`src/rtl/vlan_stream_decoder.sv`:
```
// vlan_stream_decoder
//   Receive-path Ethernet header decoder. It parses destination MAC,
//   source MAC, up to MAX_VLAN stacked VLAN tags and the EtherType from a
//   32-bit big-endian beat stream. The payload is re-emitted realigned to
//   beat boundaries. Frames beyond MTU are truncated and the rest of the
//   frame is dropped. Runt frames are flagged, and the accepted frame length
//   is reported.
//
// Ports
//   clk, rst                      clock, asynchronous active-low reset
//   in_data/in_valid/in_ready     input stream (byte 0 on [31:24])
//   in_last/in_keep               end of frame, byte enables of the last beat
//   out_data/out_valid/out_ready  realigned payload stream
//   out_last/out_keep             same encoding as the input
//   dest_addr, src_addr           MAC addresses
//   vlan_tag0, vlan_tag1          outer / inner tag as {TPID, TCI}
//   vlan_count                    tags consumed in the current frame
//   eth_type                      EtherType / length field
//   hdr_valid                     pulse: header outputs are valid
//   frame_len, len_valid          accepted byte count, pulse at frame end
//   err_runt, err_oversize        error pulses
module vlan_stream_decoder #(
    parameter int          MTU      = 1522,
    parameter int          MAX_VLAN = 2,
    parameter logic [15:0] TPID_S   = 16'h88A8,
    parameter logic [15:0] TPID_C   = 16'h8100
) (
    input  logic        clk,
    input  logic        rst,
    input  logic [31:0] in_data,
    input  logic        in_valid,
    output logic        in_ready,
    input  logic        in_last,
    input  logic [3:0]  in_keep,
    output logic [31:0] out_data,
    output logic        out_valid,
    input  logic        out_ready,
    output logic        out_last,
    output logic [3:0]  out_keep,
    output logic [47:0] dest_addr,
    output logic [47:0] src_addr,
    output logic [31:0] vlan_tag0,
    output logic [31:0] vlan_tag1,
    output logic [1:0]  vlan_count,
    output logic [15:0] eth_type,
    output logic        hdr_valid,
    output logic [15:0] frame_len,
    output logic        len_valid,
    output logic        err_runt,
    output logic        err_oversize
);

    localparam logic [15:0] MTU_W      = 16'(MTU);
    localparam logic [1:0]  MAX_VLAN_W = 2'(MAX_VLAN);

    typedef enum logic [1:0] {S_HDR, S_PAYLOAD, S_FLUSH, S_DROP} state_t;

    state_t      state;
    logic [1:0]  hdr_beat;       // 0..2 fixed MAC beats, 3 = tag/type stage
    logic [15:0] byte_cnt;
    logic [15:0] residue;        // two payload bytes carried to the next beat
    logic [15:0] flush_data;
    logic [3:0]  flush_keep;
    logic        drop_pending;   // the pending FLUSH ends an oversize frame

    logic        accept;
    logic        out_free;
    logic [2:0]  beat_bytes;
    logic [15:0] cnt_base;
    logic [16:0] cnt_sum;
    logic [15:0] cnt_next;
    logic        is_tpid;
    logic        tag_room;
    logic        oversize;

    assign out_free = !out_valid || out_ready;
    assign in_ready = rst && (state != S_FLUSH) && out_free;
    assign accept   = in_valid && in_ready;

    // Valid bytes in the current beat; only the last beat may be partial.
    always_comb begin
        beat_bytes = 3'd4;
        if (in_last) begin
            case (in_keep)
                4'b1000: beat_bytes = 3'd1;
                4'b1100: beat_bytes = 3'd2;
                4'b1110: beat_bytes = 3'd3;
                default: beat_bytes = 3'd4;
            endcase
        end
    end

    // Byte count including the current beat; beat0 restarts the count.
    assign cnt_base = (state == S_HDR && hdr_beat == 2'd0) ? 16'd0 : byte_cnt;
    assign cnt_sum  = {1'b0, cnt_base} + {14'd0, beat_bytes};
    assign cnt_next = cnt_sum[16] ? 16'hFFFF : cnt_sum[15:0];

    assign is_tpid  = (in_data[31:16] == TPID_S) || (in_data[31:16] == TPID_C);
    assign tag_room = vlan_count < MAX_VLAN_W;
    assign oversize = !in_last && (cnt_next >= MTU_W);

    // Parser state, header capture, the output register and status pulses.
    always_ff @(posedge clk or negedge rst) begin
        if (!rst) begin
            state        <= S_HDR;
            hdr_beat     <= 2'd0;
            byte_cnt     <= 16'd0;
            residue      <= 16'd0;
            flush_data   <= 16'd0;
            flush_keep   <= 4'd0;
            drop_pending <= 1'b0;
            out_data     <= 32'd0;
            out_valid    <= 1'b0;
            out_last     <= 1'b0;
            out_keep     <= 4'd0;
            dest_addr    <= 48'd0;
            src_addr     <= 48'd0;
            vlan_tag0    <= 32'd0;
            vlan_tag1    <= 32'd0;
            vlan_count   <= 2'd0;
            eth_type     <= 16'd0;
            hdr_valid    <= 1'b0;
            frame_len    <= 16'd0;
            len_valid    <= 1'b0;
            err_runt     <= 1'b0;
            err_oversize <= 1'b0;
        end else begin
            hdr_valid    <= 1'b0;
            len_valid    <= 1'b0;
            err_runt     <= 1'b0;
            err_oversize <= 1'b0;
            // A consumed beat empties the register unless a new one loads below.
            if (out_valid && out_ready) out_valid <= 1'b0;

            case (state)
                S_HDR: begin
                    if (accept) begin
                        byte_cnt <= cnt_next;
                        case (hdr_beat)
                            2'd0: begin
                                dest_addr[47:16] <= in_data;
                                vlan_count       <= 2'd0;
                                vlan_tag0        <= 32'd0;
                                vlan_tag1        <= 32'd0;
                            end
                            2'd1: begin
                                dest_addr[15:0]  <= in_data[31:16];
                                src_addr[47:32]  <= in_data[15:0];
                            end
                            2'd2: src_addr[31:0] <= in_data;
                            default: ;
                        endcase
                        if (hdr_beat != 2'd3) hdr_beat <= hdr_beat + 2'd1;

                        if (hdr_beat != 2'd3) begin
                            if (in_last) begin
                                err_runt  <= 1'b1;
                                frame_len <= cnt_next;
                                len_valid <= 1'b1;
                                hdr_beat  <= 2'd0;
                            end
                        end else if (in_last && in_keep == 4'b1000) begin
                            // Only one byte of the type field arrived.
                            err_runt  <= 1'b1;
                            frame_len <= cnt_next;
                            len_valid <= 1'b1;
                            hdr_beat  <= 2'd0;
                        end else if (is_tpid && tag_room) begin
                            if (vlan_count == 2'd0) vlan_tag0 <= in_data;
                            else                    vlan_tag1 <= in_data;
                            vlan_count <= vlan_count + 2'd1;
                            if (in_last) begin
                                err_runt  <= 1'b1;
                                frame_len <= cnt_next;
                                len_valid <= 1'b1;
                                hdr_beat  <= 2'd0;
                            end
                        end else begin
                            eth_type  <= in_data[31:16];
                            residue   <= in_data[15:0];
                            hdr_valid <= 1'b1;
                            hdr_beat  <= 2'd0;
                            if (in_last) begin
                                // Payload (if any) lives entirely in the type beat.
                                frame_len <= cnt_next;
                                len_valid <= 1'b1;
                                if (in_keep == 4'b1111) begin
                                    out_valid <= 1'b1;
                                    out_data  <= {in_data[15:0], 16'h0};
                                    out_keep  <= 4'b1100;
                                    out_last  <= 1'b1;
                                end else if (in_keep == 4'b1110) begin
                                    out_valid <= 1'b1;
                                    out_data  <= {in_data[15:8], 24'h0};
                                    out_keep  <= 4'b1000;
                                    out_last  <= 1'b1;
                                end
                            end else begin
                                state <= S_PAYLOAD;
                            end
                        end
                    end
                end

                S_PAYLOAD: begin
                    if (accept) begin
                        byte_cnt  <= cnt_next;
                        residue   <= in_data[15:0];
                        out_valid <= 1'b1;
                        out_data  <= {residue, in_data[31:16]};
                        out_keep  <= 4'b1111;
                        out_last  <= 1'b0;
                        if (in_last) begin
                            frame_len <= cnt_next;
                            len_valid <= 1'b1;
                            if (beat_bytes <= 3'd2) begin
                                out_keep <= (beat_bytes == 3'd1) ? 4'b1110 : 4'b1111;
                                out_last <= 1'b1;
                                state    <= S_HDR;
                            end else begin
                                flush_data   <= in_data[15:0];
                                flush_keep   <= (beat_bytes == 3'd3) ? 4'b1000 : 4'b1100;
                                drop_pending <= 1'b0;
                                state        <= S_FLUSH;
                            end
                        end else if (oversize) begin
                            // Close the payload as if this were a full last beat.
                            flush_data   <= in_data[15:0];
                            flush_keep   <= 4'b1100;
                            drop_pending <= 1'b1;
                            err_oversize <= 1'b1;
                            state        <= S_FLUSH;
                        end
                    end
                end

                S_FLUSH: begin
                    if (out_free) begin
                        out_valid <= 1'b1;
                        out_data  <= {flush_data, 16'h0};
                        out_keep  <= flush_keep;
                        out_last  <= 1'b1;
                        state     <= drop_pending ? S_DROP : S_HDR;
                    end
                end

                S_DROP: begin
                    // Length excludes dropped beats, so report it on the way out.
                    if (accept && in_last) begin
                        frame_len <= byte_cnt;
                        len_valid <= 1'b1;
                        state     <= S_HDR;
                    end
                end

                default: state <= S_HDR;
            endcase
        end
    end

endmodule
```
`config.mk`:
```
export PLATFORM = sky130hd
export DESIGN_NAME = vlan_stream_decoder
export DESIGN_NICKNAME = d
export VERILOG_FILES = /design/src/rtl/vlan_stream_decoder.sv
export SDC_FILE = /design/constraint.sdc
export NUM_CORES = 1
export LEC_CHECK = 0
export ABC_AREA = 0
export BUFFER_PORTS_ARGS = -buffer_cell sky130_fd_sc_hd__buf_2
export CELL_PAD_IN_SITES_DETAIL_PLACEMENT = 1
export CELL_PAD_IN_SITES_GLOBAL_PLACEMENT = 2
export CORE_ASPECT_RATIO = 1.25
export CORE_MARGIN = 4
export CORE_UTILIZATION = 30
export CTS_BUF_LIST = sky130_fd_sc_hd__clkbuf_8
export DETAILED_ROUTE_END_ITERATION = 8
export MAX_ROUTING_LAYER = met4
export PLACE_DENSITY = 0.69
export SYNTH_ARGS = -nofsm -noshare
export SYNTH_HDL_FRONTEND = slang
export SYNTH_SLANG_ARGS = --single-unit
```
`constraint.sdc`:
```
create_clock -name clk -period 4 [get_ports clk]
set_input_delay 0.4 -clock clk [delete_from_list [all_inputs] [get_ports clk]]
set_output_delay 0.4 -clock clk [all_outputs]
set_load 0.01 [all_outputs]
```
**Word level (Yosys, flattened, before mapping)**

Cells that the tools add are included.

- Register bits after elaboration: 293
- Bits of input ports: 41
- Output and inout port bits: 237
- Logic and storage cells: 218

- Add/subtract/negate cells: 3
- Magnitude comparators: 3
- Equality and inequality tests: 27
- Muxes and demuxes: 126
- Bitwise gates (word level): 3
- Reduce and logical (&&, ||, !) cells: 32

Operator list:

| cell | number |
|---|---|
| 32-bit 2-to-1 mux | 19 |
| 16-bit 2-to-1 mux | 16 |
| 32-bit one-hot mux with 3 select lines | 1 |
| 4-bit 2-to-1 mux | 12 |
| 16-bit one-hot mux with 3 select lines | 1 |
| 1-bit 2-to-1 mux | 47 |
| 2-bit 2-to-1 mux | 21 |
| 16-bit == test (second input constant) | 2 |
| 16-bit one-hot mux with 2 select lines | 1 |
| 2-bit != test (second input constant) | 12 |
| 9-bit AND reduction | 2 |
| 16-bit by 3-bit adder with 17-bit output | 1 |
| 4-bit == test (second input constant) | 4 |
| 16-bit by 11-bit >= comparator with 1-bit output (second input constant) | 1 |
| 4-bit one-hot mux with 3 select lines | 1 |
| 1-bit logical AND | 9 |
| 1-bit one-hot mux with 3 select lines | 3 |
| 3-bit one-hot mux with 3 select lines | 1 |
| 3-bit AND reduction | 3 |
| 2-bit one-hot mux with 4 select lines | 1 |
| 4-bit AND reduction | 2 |
| 2-bit == test (second input constant) | 3 |
| 2-bit logical NOT | 3 |
| 3-bit 2-to-1 mux | 2 |
| other kinds (17) | 26 |

**Longest topological paths before layout**

Gate-level depths: netlist of run 1.

- Depth in word-level cells: 11
- Mapped depth: 17
- Depth with buffers taken out: 13

**Worst setup path before layout of run 1**

Ideal clock, no wire load.

- Kind: reg-to-reg
- Start point: reg state[0]
- End point: reg flush_data[10]
- Library setup time: 0.125 ns
- Data arrival time: 4.049 ns
- Data required time: 3.875 ns
- Setup slack: -0.174 ns
- Stages on the path, launching flop included: 16
- Buffers on the path: 4
- Clock period less this slack: 4.174 ns
- Path through: dfrtp_1 inv_1 ha_1 or3b_1 clkbuf_1 and2_1 ha_1 clkbuf_1 a21oi_1 or4_1 o311a_1 or4_4 o21bai_2 buf_6 buf_12 mux2_4

- Word-level cells in the longest chain between the ends: 9
- Elaborated cells between the ends (all ways): 14
- Those cells by class: add/sub: 1; order compare: 1; eq/ne: 2; mux: 2; reduce/logical: 8

RTL lines:

| element | RTL line | source |
|---|---|---|
| start, declared | 58 | `state_t state;` |
| start signal, assigned | 243 | `state <= drop_pending ? S_DROP : S_HDR;` |
| 2-bit logical NOT | 94 | `assign cnt_base = (state == S_HDR && hdr_beat == 2'd0) ? 16'd0 : byte_cnt;` |
| 1-bit logical AND | 94 |  |
| 16-bit 2-to-1 mux | 94 |  |
| 16-bit by 3-bit adder with 17-bit output | 95 | `assign cnt_sum = {1'b0, cnt_base} + {14'd0, beat_bytes};` |
| 16-bit 2-to-1 mux | 96 | `assign cnt_next = cnt_sum[16] ? 16'hFFFF : cnt_sum[15:0];` |
| 16-bit by 11-bit >= comparator with 1-bit output | 100 | `assign oversize = !in_last && (cnt_next >= MTU_W);` |
| 1-bit logical AND | 100 |  |
| 2-bit nonzero test (no line) | n/a |  |
| 4-bit AND reduction (no line) (*) | n/a |  |
| end signal, assigned | 221 | `flush_data <= in_data[15:0];` |
| end signal, assigned | 228 | `flush_data <= in_data[15:0];` |
| end, declared | 62 | `logic [15:0] flush_data;` |

Mark *: on every way between the ends. The rest lies on a longest branch, timed or not.
A chain may end at the register's enable or synchronous reset.

**Worst setup path in the final report of run 1**

- Start point: reg state[0]
- End point: reg flush_data[4]

Same word-level chain as after synthesis.

==> results by group, run 1 <==
STA
  – Max_slew headroom: 0.408
  – Final period utilization: 0.992
  – Fmax: roughly 0.25 GHz
  – Clk_skew: a little under 20 ps
  – Final worst path period need: between 3000 and 4000 ps
  – Fin Hold WS: roughly 120 ps
  – Slew Limit Fails: 0
  – Fin. Hold Viols: 0
  – Worst-margin pin slew: just under 900 ps
  – Endpoints failing setup: 0
  – RSZ-0062 raised after global routing: true
  – Setup TNS Final: 0 ps

GRT
  – Met3 GRT Util: 0.0375
  – Met2 usage: 0.318
  – First-pass GRT wire length: approximately 62 mm
  – Total grt overflow: 0
  – All-Layer GR Usage: 0.185
  – Largest net degree at the start of global routing: around 150
  – Vias in the first global route: 10100
  – Grt met1 use: 0.216
  – Global route hottest layer: met2
  – Initial antenna violation count: 2

Clock network
  – Num CTS Buffers: 50
  – # clock sinks: just under 300
  – Clk root buf: clkbuf_8
  – Clock transition at path regs: roughly 70 ps
  – Worst skew pair latency: 590 ps
  – Max H-tree Level: 2
  – Clock Path Buffers: 3
  – TritonCTS clock tree: built

Finish
  – Filler cell count: about 4500
  – Cell Count, Final, Fillers Out: about 1900
  – Post-route cell area: approximately 0.016 mm^2
  – Register area: ~0.0073 mm^2
  – Multi-input logic area: approximately 0.0048 mm^2
  – Final-stage net count: around 1400
  – Ratio of cells with drive above 1 in the final layout: 0.435
  – Synth-to-Final Area Change: 29.3%

Setup path
  – CP Launch Type: flop
  – CP Launch Point: state[0]
  – Crit. End Element: flop
  – Reg2Reg Launch Point: state[0]
  – Setup crit end: flush_data[4]
  – Reg2Reg Depth: 14
  – R2R Path End: flush_data[4]
  – CP Class: reg2reg
  – Data arrival, critical path: between 4000 and 5000 ps
  – FF-to-FF setup slack: between 30 and 40 ps
  – Worst Path Required: around 4500 ps
  – Max FO, Critical Path: 5

Route
  – DRC: 0
  – Initial DRC count: about 370
  – DR WL/cell: 21.4 um
  – Vias/cell: 4.95
  – WL final: 40.9 mm
  – DR pass1 iterations: 4
  – Detailed-route via count: approximately 9500
  – ANT nets after route: 0

Die
  – Die height: around 230 um
  – Initial core utilization: 0.304
  – Row count: 82
  – Die width: between 150 and 200 um
  – Die ar.: 0.0441 mm^2
  – I/O pins: 278
  – Core Area: roughly 0.040 mm^2

Pwr
  – Pint: roughly 7.2 mW
  – Share of power burned in registers: 0.387
  – Share of power burned in the clock network: 0.254
  – Combinational share of power: 0.359
  – Power Density: between 700 and 800 mW/mm^2
  – Maximum vdd ir drop: approximately 290 uV
  – Total leakage power: 7.94 nW
  – Net switching power: between 4 and 5 mW
  – Sw Share: 0.363
  – Power Total: between 10 and 15 mW

Synthesis
  – Post-synth ARST share: 1.00
  – Warnings, synthesis: 0
  – Post-synth top flop: dfrtp_1
  – Synth Register Bits: just under 300
  – Unique masters post-synth: between 60 and 70
  – Syn Area/Cell: 12.1 um^2
  – Synth Instances: ~1000
  – EDFF count, synth: 0
  – Mapped cell area: ~0.012 mm^2
  – Sequential share of the synthesized area: 0.596
  – Mapped Nets: 1059

Min path
  – Worst min-delay path class: in2reg

Place
  – Post-Place Cell Area: roughly 0.014 mm^2
  – I/O Buffers: around 280
  – Placer Congestion: approximately 0.85
  – Placed insts: approximately 1800
  – Placed wire-length estimate: ~28 mm

Job
  – Max-cap violations: 0

Outcome
  – Status: finished clean
## worst min-delay path by stage
stage                               to   startpoint  slack, ps  cells past startpoint
final                      out_data[1]  in_data[17]        120                      3
after floorplan            byte_cnt[0]          rst        100                      0
after global routing       out_data[4]  in_data[20]        100                      3
after global placement    err_oversize          rst        360                      1
after detailed placement  err_oversize          rst        360                      1
after CTS                  out_data[1]  in_data[17]         60                      3
## kinds of logic (layout without fill, tap and decap cells)
group,after synthesis,in the layout,synth area share
DFF,291,291,0.596
and+or+nand+nor,242,242,0.0954
AOI/OAI and AO/OA,230,230,0.127
muxes,151,151,0.141
buffers and inverters,81,436,0.0271
adders and majority gates,9,9,0.00983
xor gates and xnor gates,5,5,0.00358
other,0,3,0
## synth_stat cells, types with 3 or more instances
cell type / instances / area, um^2
a211oi_1: 4 / 30.0
a21o_1: 8 / 60.1
a21oi_1: 39 / 195
a221oi_1: 10 / 87.6
a22o_1: 57 / 499
a22oi_1: 9 / 67.6
a31oi_1: 6 / 37.5
and2_1: 27 / 169
and3_1: 4 / 25.0
buf_1: 6 / 22.5
clkbuf_1: 57 / 214
dfrtp_1: 291 / 7280
ha_1: 8 / 100
inv_1: 12 / 45.0
mux2_2: 138 / 1550
mux2_4: 8 / 120
mux2i_1: 4 / 40.0
nand2_1: 83 / 312
nand3_1: 15 / 75.1
nand4_1: 6 / 37.5
nand4b_1: 3 / 26.3
nor2_1: 66 / 248
nor2b_1: 4 / 25.0
nor3_1: 8 / 40.0
nor3b_1: 3 / 22.5
nor4_1: 5 / 31.3
o21ai_0: 70 / 350
o31ai_1: 10 / 75.1
xnor2_1: 4 / 35.0
## flip-flops by register name (all words and copies together), names as in the netlist, 2 cells and up
signal,count
byte_cnt,16
dest_addr,48
eth_type,16
flush_data,16
flush_keep,2
frame_len,16
hdr_beat,2
out_data,32
out_keep,4
residue,16
src_addr,48
state,2
vlan_count,2
vlan_tag0,32
vlan_tag1,32
## worst max-delay path, stage by stage (launching register included)
cell	delay (ps)
dfrtp_1	400
inv_2	90
ha_4	130
or3b_4	390
and2_4	160
ha_4	260
a21o_1	160
a21oi_2	80
or4_1	530
o311a_1	320
or4_4	540
o21bai_4	200
buf_12	160
buf_12	120
mux2_4	290
## what timing repair did
item | 4_1_cts | 5_1_grt
pin swaps | 5 | 13
resized for setup | 6 | 22
buffers inserted | 6 | 6
hold buffers | 1 | 0
endpoints found under the hold margin | 43 | 0
setup endpoints to repair | 16 | 20
cloned | 2 | 1
## metal layers
layer  routed length (um)  part of all wire  up-vias
met5                    0                 0        -
met4                 1430             0.035        0
met3                 1940             0.047       83
met2                21000              0.51      236
met1                16500              0.40     4877
li1                     -                 -     4269
## power by group through the flow
stage                     logic [mW]  clock network (mW)  registers [mW]
after global routing            4.42                3.11            4.47
after floorplan                 1.92                   0            4.64
after global placement          3.88                   0            4.35
final                           4.03                2.86            4.35
after CTS                       4.00                2.97            4.35
after detailed placement        3.95                   0            4.39
## stage by stage
step	util	setup WS [ps]
after detailed placement	0.359	-80.8
final	0.393	31.0
after floorplan	-	20.2
after CTS	0.389	12.4
after global placement	0.359	40.9
after global routing	0.393	-75.5
## layout by cell type (no fill, tap or decap), drive strengths merged, types with 8 or more instances in the layout
cell type,synthesis,layout
a21o,8,8
a21oi,39,39
a221oi,10,10
a22o,57,57
a22oi,9,9
and2,27,27
buf,10,333
clkbuf,58,68
clkinv,1,8
dfrtp,291,291
ha,8,8
inv,12,24
mux2,147,147
nand2,84,84
nand3,15,15
nor2,66,66
nor3,8,8
o21ai,70,70
o31ai,10,10
## cell type report
class                      instances  area share
tap                              546      0.0432
sequential                       291       0.461
timing repair buffer             335       0.123
clock inverter                    21     0.00879
clock buffer                      67      0.0583
multi-input combinational        637       0.302
inverter                          13     0.00309
antenna                            3    0.000475
Note: power is estimated with default switching activity, not from simulation.
==> inputs of run 2 (changes only) <==
--- a/config.mk
+++ b/config.mk
@@ -14,8 +14,10 @@
 export CORE_UTILIZATION = 30
 export CTS_BUF_LIST = sky130_fd_sc_hd__clkbuf_8
 export DETAILED_ROUTE_END_ITERATION = 8
+export GPL_TIMING_DRIVEN = 0
 export MAX_ROUTING_LAYER = met4
 export PLACE_DENSITY = 0.69
+export RECOVER_POWER = 25
 export SYNTH_ARGS = -nofsm -noshare
 export SYNTH_HDL_FRONTEND = slang
 export SYNTH_SLANG_ARGS = --single-unit
==> results by group, run 2 (synthesis results as in run 1) <==
Route
  – ANT nets after route: 0 (unchanged)
  – Initial DRC count: 353 (-4.9%)
  – DRC: 0 (unchanged)
  – DR WL/cell: 21.9 um (+2.5%)
  – Vias/cell: 4.90 (-0.95%)
  – Detailed-route via count: 9542 (+0.81%)
  – DR pass1 iterations: 4 (unchanged)
  – WL final: 42.7 mm (+4.3%)

Clock network
  – # clock sinks: 291 (unchanged)
  – Clk root buf: clkbuf_8
  – Clock Path Buffers: 3 (unchanged)
  – Clock transition at path regs: 60 ps (about the same)
  – Worst skew pair latency: 640 ps (+50 ps)
  – Num CTS Buffers: 51 (+2.0%)
  – TritonCTS clock tree: built
  – Max H-tree Level: 2 (unchanged)

Die
  – Die width: 189 um (unchanged)
  – I/O pins: 278 (unchanged)
  – Die height: 234 um (unchanged)
  – Initial core utilization: 0.304 (unchanged)
  – Row count: 82 (unchanged)
  – Core Area: 0.0402 mm^2 (unchanged)
  – Die ar.: 0.0441 mm^2 (unchanged)

Pwr
  – Power Total: 11.3 mW (+0.84%)
  – Power Density: 717 mW/mm^2 (+0.88%)
  – Maximum vdd ir drop: 388 uV (+31%)
  – Total leakage power: 7.90 nW (-0.48%)

Finish
  – Most common cell after layout, fill and taps aside: dfrtp_1
  – Largest regs: dest_addr: 48 flops, src_addr: 48 flops
  – Final-stage net count: 1414 (+2.6%)
  – Ratio of cells with drive above 1 in the final layout: 0.401 (-0.0342)
  – Post-route cell area: 0.0158 mm^2 (about the same)
  – Most frequent cells in the layout: dfrtp_1 (291), buf_2 (278), mux2_2 (133)
  – Filler cell count: 4525 (+0.38%)
  – Post-layout util: 0.393 (about the same)
  – Synth-to-Final Area Change: 29.2% (about the same)

GRT
  – Met2 usage: 0.336 (+0.0186)
  – Met3 GRT Util: 0.0408 (+0.00329)
  – Total grt overflow: 0 (unchanged)
  – Global route hottest layer: met2
  – Initial antenna violation count: 2 (unchanged)
  – All-Layer GR Usage: 0.197 (+0.0120)
  – Grt met1 use: 0.230 (+0.0139)
  – Vias in the first global route: 10400 (+3.3%)
  – Largest net degree at the start of global routing: 114 (-21%)
  – First-pass GRT wire length: 64.9 mm (+4.8%)

Setup path
  – CP Launch Type: flop
  – Worst Path Required: 4500 ps (+30 ps)
  – Max FO, Critical Path: 5 (unchanged)
  – Crit. End Element: flop
  – CP Class: reg2reg
  – Data arrival, critical path: 4500 ps (+60 ps)

STA
  – Worst-margin pin slew: 2920 ps (+2030 ps)
  – Fin. Hold Viols: 0 (unchanged)
  – Final worst path period need: 4000 ps (+31.1 ps)
  – Fmax: 0.250 GHz (-0.78%)
  – Endpoints failing setup: 1 (+1)
  – Final setup margin: -0.130 ps (-31.1 ps)
  – Slew Limit Fails: 199 (+199)
  – Final period utilization: 1.00 (+0.00777)
  – Fin Hold WS: 79.2 ps (-39.1 ps)
  – Max_slew headroom: -0.946 (-1.35)
  – Clk_skew: 41.7 ps (+22.0 ps)
  – RSZ-0062 raised after global routing: true

Place
  – Placer Congestion: 0.862 (+1.4%)
  – I/O Buffers: 277 (unchanged)
  – Post-Place Cell Area: 0.0144 mm^2 (-0.19%)
  – Placed wire-length estimate: 30.3 mm (+8.9%)

Outcome
  – Status: complete, but fails checks
  – Failing checks: max-capacitance violations, max-slew violations, negative setup slack

Min path
  – Worst min-delay path class: in2reg

Job
  – Max-cap violations: 2 (+2)
run 2: cell count changes in the layout (fill, tap and decap cells not counted), sizes merged:
cell      previous run  this run
bufinv               1         3
bufbuf               0         1
clkbuf              68       124
inv                 24        26
buf                333       308
clkinv               8         7
clkinvlp             1         0
run 2: area by class of cell:
type	instances	area, um^2	area share
diodes	3	7.51	0.000475
clock buffers	64	881	0.0558
inverters	13	48.8	0.00309
flip-flops and latches	291	7280	0.461
repair buffers	304	1680	0.106
clock inverters	23	173	0.0109
well taps	546	683	0.0432
multi-input cells	637	4760	0.301
plain buffers	66	289	0.0183
run 2: worst paths after layout:
kind                       slack (ps)  cells after the start        endpoint     startpoint
setup reg to reg                 -0.1                     14  flush_data[11]       state[1]
hold reg to reg                   480                      1   vlan_tag0[28]  vlan_tag0[28]
min in group asynchronous         170                      2       hdr_valid            rst
max in group asynchronous         590                      4    src_addr[27]            rst
setup / recovery                 -0.1                     14  flush_data[11]       state[1]
hold / removal                     80                      3    out_data[13]    in_data[29]
run 2: critical path: stages (launching register included):
cell and delay (ps):
dfrtp_1 380, inv_2 90, ha_4 140, or3b_4 420, and2_4 180, ha_4 260
a21o_1 140, a21oi_2 80, or4_1 520, o311a_1 320, or4_4 520, o21bai_4 150
buf_6 140, bufbuf_16 260, mux2_4 290
run 2: metrics by stage:
step / setup slack [ps] / setup TNS [ps] / instances
final: -0.130 / -0.130 / 1947
after detailed placement: -1010 / -43620 / 1835
after floorplan: 20.2 / 0 / 1009
after CTS: 24.9 / 0 / 1938
after global routing: -120 / -1510 / 1946
after global placement: -4880 / -2171640 / 1832
run 2: report_power, final:
| part | switching [mW] | internal, mW | total [mW] |
|---|---|---|---|
| combinational | 2.43 | 1.70 | 4.13 |
| clock | 1.27 | 1.62 | 2.89 |
| sequential | 0.463 | 3.85 | 4.32 |
| total | 4.16 | 7.17 | 11.3 |
run 2: repair_timing:
action	4_1_cts	5_1_grt
setup buffers	15	6
gates cloned	1	0
endpoints found under the setup margin	47	39
endpoints found under the hold margin	114	0
hold buffers	2	0
resized for setup	21	14
pin swaps	10	12
run 2: layer usage:
| metal | up-vias | share of wire | wire length, um |
|---|---|---|---|
| li1 | 4335 | - | - |
| met1 | 4910 | 0.40 | 17200 |
| met2 | 217 | 0.51 | 21900 |
| met3 | 80 | 0.049 | 2100 |
| met4 | 0 | 0.034 | 1430 |
| met5 | - | 0 | 0 |
